### config.mk
export PLATFORM = sky130hd
export DESIGN_NAME = systolic_feed_ctrl
export DESIGN_NICKNAME = d
export VERILOG_FILES = /design/src/rtl/systolic_feed_ctrl.sv
export SDC_FILE = /design/constraint.sdc
export NUM_CORES = 2
export LEC_CHECK = 0
export BUFFER_PORTS_ARGS = -buffer_cell sky130_fd_sc_hd__buf_2
export CAP_MARGIN = 20
export CORE_AREA = 2 2 453 455
export CTS_CLUSTER_DIAMETER = 100
export DETAILED_ROUTE_END_ITERATION = 8
export DIE_AREA = 0 0 455 457
export PLACE_DENSITY_LB_ADDON = 0.1
export RECOVER_POWER = 50
export SLEW_MARGIN = 20
export SYNTH_ARGS = -nofsm -noshare
export SYNTH_HDL_FRONTEND = slang
export SYNTH_SLANG_ARGS = --single-unit
export TNS_END_PERCENT = 20
### constraint.sdc
create_clock -name clk -period 3 [get_ports clk]
set_input_delay 0.15 -clock clk [delete_from_list [all_inputs] [get_ports clk]]
set_output_delay 0.15 -clock clk [all_outputs]
set_load 0.01 [all_outputs]
### src/rtl/systolic_feed_ctrl.sv
// Feed controller for an N x N output-stationary systolic array: holds the A/B
// operand files, streams skewed rows/columns, then captures the accumulators.
module systolic_feed_ctrl #(
  parameter int N         = 4,
  parameter int DW        = 16,
  parameter int RW        = 32,
  parameter int DRAIN_CYC = 4,
  localparam int IW       = (N > 1) ? $clog2(N) : 1
) (
  input  logic                clk,
  input  logic                rst,
  input  logic                wr_en,
  input  logic                wr_sel,
  input  logic [IW-1:0]       wr_row,
  input  logic [IW-1:0]       wr_col,
  input  logic [DW-1:0]       wr_data,
  input  logic                start,
  output logic                busy,
  output logic                done,
  output logic                arr_rst_n,
  output logic [N*DW-1:0]     arr_a,
  output logic [N*DW-1:0]     arr_b,
  input  logic [N*N*RW-1:0]   arr_result,
  output logic [N*N*RW-1:0]   res_data
);

  localparam int FEED_LAST = 2*N - 2;
  localparam int CNT_MAX   = (2*N - 1 > DRAIN_CYC) ? 2*N - 1 : DRAIN_CYC;
  localparam int CW        = $clog2(CNT_MAX + 1);

  typedef enum logic [2:0] {IDLE, CLEAR, FEED, DRAIN, DONE} state_t;

  state_t          state;
  logic [CW-1:0]   cnt;
  logic [DW-1:0]   mem_a [N][N];
  logic [DW-1:0]   mem_b [N][N];
  logic [N*DW-1:0] a_next;
  logic [N*DW-1:0] b_next;
  int              feed_step;

  assign busy = (state != IDLE);

  // Lanes are registered, so the value for the coming step is prepared one
  // cycle ahead: step 0 during CLEAR, step cnt+1 during FEED step cnt.
  always_comb begin
    a_next    = '0;
    b_next    = '0;
    feed_step = (state == CLEAR) ? 0 : int'(cnt) + 1;
    if (state == CLEAR || (state == FEED && int'(cnt) != FEED_LAST)) begin
      for (int unsigned i = 0; i < N; i++) begin
        for (int unsigned k = 0; k < N; k++) begin
          if (int'(i + k) == feed_step) begin
            a_next[DW*i +: DW] = mem_a[i][k];
            b_next[DW*i +: DW] = mem_b[k][i];
          end
        end
      end
    end
  end

  always_ff @(posedge clk) begin
    if (rst) begin
      state     <= IDLE;
      cnt       <= '0;
      arr_a     <= '0;
      arr_b     <= '0;
      arr_rst_n <= 1'b0;
      done      <= 1'b0;
      res_data  <= '0;
      for (int unsigned i = 0; i < N; i++) begin
        for (int unsigned k = 0; k < N; k++) begin
          mem_a[i][k] <= '0;
          mem_b[i][k] <= '0;
        end
      end
    end else begin
      arr_a     <= a_next;
      arr_b     <= b_next;
      arr_rst_n <= 1'b1;
      done      <= 1'b0;

      if (wr_en && state == IDLE) begin
        if (wr_sel) mem_b[wr_row][wr_col] <= wr_data;
        else        mem_a[wr_row][wr_col] <= wr_data;
      end

      case (state)
        IDLE: begin
          if (start) begin
            state     <= CLEAR;
            arr_rst_n <= 1'b0;
          end
        end
        CLEAR: begin
          state <= FEED;
          cnt   <= '0;
        end
        FEED: begin
          if (int'(cnt) == FEED_LAST) begin
            cnt <= '0;
            if (DRAIN_CYC == 0) begin
              state    <= DONE;
              res_data <= arr_result;
              done     <= 1'b1;
            end else begin
              state <= DRAIN;
            end
          end else begin
            cnt <= cnt + 1'b1;
          end
        end
        DRAIN: begin
          if (int'(cnt) == DRAIN_CYC - 1) begin
            state    <= DONE;
            cnt      <= '0;
            res_data <= arr_result;
            done     <= 1'b1;
          end else begin
            cnt <= cnt + 1'b1;
          end
        end
        DONE:    state <= IDLE;
        default: state <= IDLE;
      endcase
    end
  end

endmodule

==> impl_metrics.toml <==
[logic_synthesis]
async_flop_share = 0
ys_types = 50
synthFlopType = "dfxtp_1"
syn_avg_cell_area_um2 = 10.3
synth_edf_count = 512
yosys_register_bits = 1160
yosysTopAreaCellShare = 0.348
ys_seq_area_frac = 0.643
syn_area_um2 = 44100
syn_nets = 4840
synthCells = 4299
yosysTopAreaCell = "edfxtp_1"
synth.top_cells.by_area = "edfxtp_1 (35%), dfxtp_1 (29%), nand2_1 (9.4%), and2_1 (7.3%), a21oi_1 (7.2%)"
ys.warnings.count = 0

[drt]
drc = 0
route.met3.wl_mm = 19.3
viasPerCell = 4.41
top_layer = "met5"
num_vias = 38712
drt_iter0_markers = 2897
wl_per_cell_um = 28.7
met2_wirelength_mm = 114
drt_pre_antenna_iters = 5
drtAntennaViolNets = 0
drt-total-wl_mm = 252
wl_met1_mm = 107

[status]
run_status = "complete, but fails checks"
violations = "max-capacitance violations, max-slew violations"

[sta]
finalCritPeriodShare = 0.941
skew_ps = 26.4
worst_pin_slew_ps = 1720
slew_viol_final = 129
fmax_mhz = 354
setup_violations = 0
slew_headroom = -0.143
fin_tns_setup_ps = 0
finalHoldViolCount = 0
rsz0062_at_grt = "no"
fin_crit_ps = 2820
whs_ps = 87.7

[place]
gp_congestion = 0.953
io_buffer_count = 1179
hpwl_mm = 183

[power_and_ir_drop]
powerDensity_nw_per_um2 = 610
peakVddDrop_mv = 0.674
internal_power_mw = 28.6
pwr-share-clk = 0.484
power_frac_seq = 0.441
power_frac_comb = 0.074
p_switching_mw = 9.74
power.leakage_nw = 22.8
sw_frac_of_total = 0.254

[grt]
grt_pass1_vias = 38577
grt_max_degree = 157
grt-ovfl-total = 0
grt_pass1_wl_mm = 334
gr-usage-all-layers = 0.234
antenna_found_initial = 61

[die]
start_util = 0.217
core-area_um2 = 203000
die_w_um = 455
rows = 166
die_area_um2 = 208000
die_h_um = 457
ioPinCount = 1180

[clock_network]
clkTransAtPathRegs_ps = 60
clockRootBuffer = "clkbuf_16"
cts_tree = "done"
htree_levels = 4
clockBufferDepth = 3
numCtsBuffers = 149
cts.sinks = 1160
clk_latency_ps = 820

[worst_hold_path]
hp-class = "in2reg"

[worst_setup_path]
critPathMaxFanout = 50
required_ps = 3770
critPathSlowestCell = "dlygate4sd3_1"
cp.arrival_ps = 3590
cp-start-kind = "flip-flop"
slowest_delay_ps = 560
cp-end-kind = "flip-flop"
path_cells = "ha_1 -> ha_1 -> and3_4 -> buf_12 -> buf_12 -> nand2_2 -> a21oi_1 -> dlygate4sd3_1"
crit_type = "reg2reg"

[layout]
nets = 6490
multi_input_area_um2 = 14200
final_common_cell = "nand2_1"
drive_gt1_frac = 0.157
final_cell_mix = "nand2_1 (1,099), clkbuf_1 (703), dfxtp_1 (647), a21oi_1 (632), dlygate4sd3_1 (579)"
seqCellArea_um2 = 28300
nFillCells = 21585
area_growth_pct = 42.7

[job]
drv_cap = 1
[metal layers]
metal  global-route usage  vias to the layer above
met5                    0                        -
met4               0.0968                        4
met3               0.0703                      346
met2                0.367                     1294
met1                0.296                    19086
li1                     -                    17982
[synthesized netlist by cell type, types with 8 or more instances]
master and number:
a222oi_1 32, and2_1 514, a221oi_1 8, or2_2 33, o221a_1 20, o221a_2 35, a211oi_1 64, a2bb2oi_1 32
o21ai_0 9, a31o_2 8, nand4_1 12, nand2_1 1105, a22o_1 25, clkbuf_1 269, buf_2 87, a21oi_1 632
edfxtp_1 512, nor2_1 122, dfxtp_1 648, nand3_1 59, nor3_4 9
[layout make-up]
type,instances,share of cell area
Sequential cell,1160,0.450
Antenna cell,28,0.00111
Tap cell,2688,0.0534
Clock inverter,60,0.0122
Clock buffer,213,0.0673
Timing Repair Buffer,1864,0.190
Inverter,5,0.000298
Multi-Input combinational cell,2769,0.226
[worst paths after layout]
kind                                                from                        end  slack, ps  cells past startpoint
worst min register to register  res_data[5]$_SDFFE_PP0P_   res_data[5]$_SDFFE_PP0P_        450                      2
worst max register to register       cnt[1]$_SDFFE_PP0P_  res_data[61]$_SDFFE_PP0P_        180                      8
worst max-delay path                 cnt[1]$_SDFFE_PP0P_  res_data[61]$_SDFFE_PP0P_        180                      8
worst min-delay path                          wr_data[5]  mem_a[3][5]$_SDFFCE_PN0P_         90                      2
[worst max-delay path, delay by kind of cell, from the launching register on]
family	cells	cell delay, ps
AO/OA/AOI/OAI	1	180
AND/OR/NAND/NOR	2	530
flip-flops	1	440
buffers and inverters	3	1020
adder cells (fa/ha/maj)	2	510
[sequential cells by signal, summed over array words and instances (netlist names)]
signal and count:
arr_a 64, arr_b 64, arr_rst_n 1, cnt 3
done 1, mem_a 256, mem_b 256, res_data 512
state 3
[timing repair]
item	4_1_cts	5_1_grt
endpoints found under the setup margin	0	12
gates resized for setup	0	4
hold buffers	579	0
endpoints found under the hold margin	516	0
setup buffers	0	1
[cell families (layout without fill, tap and decap cells)]
logic type | after synthesis | in the layout | share of synthesized area
AND/OR/NAND/NOR | 1887 | 1887 | 0.200
flip-flops | 1160 | 1160 | 0.643
AO/OA/AOI/OAI | 877 | 877 | 0.122
buffers and inverters | 370 | 2142 | 0.0344
adder cells (fa/ha/maj) | 4 | 4 | 0.00113
multiplexers | 1 | 1 | 0.000227
other | 0 | 28 | 0
[power groups by stage]
stage	sequential, mW	combinational (mW)	clock [mW]
after floorplan	17.2	0.969	0
after global placement	17.3	2.28	0
after detailed placement	17.3	2.29	0
after CTS	16.9	2.94	19.1
after global routing	17.0	3.04	19.7
final	16.9	2.85	18.6
[metrics by stage]
stage | area [um^2] | cells | util | total power [mW] | setup WS [ps]
2_1_floorplan | 44100 | 4299 | - | 18.2 | 244
3_3_place_gp | 53100 | 7906 | 0.261 | 19.6 | 478
3_5_place_dp | 53100 | 7906 | 0.261 | 19.6 | 454
4_1_cts | 63900 | 8758 | 0.314 | 39.0 | 33.8
5_1_grt | 62900 | 8770 | 0.309 | 39.7 | 32.7
6_report | 63000 | 8787 | 0.310 | 38.4 | 178
Power figures use the tool's default switching activity.
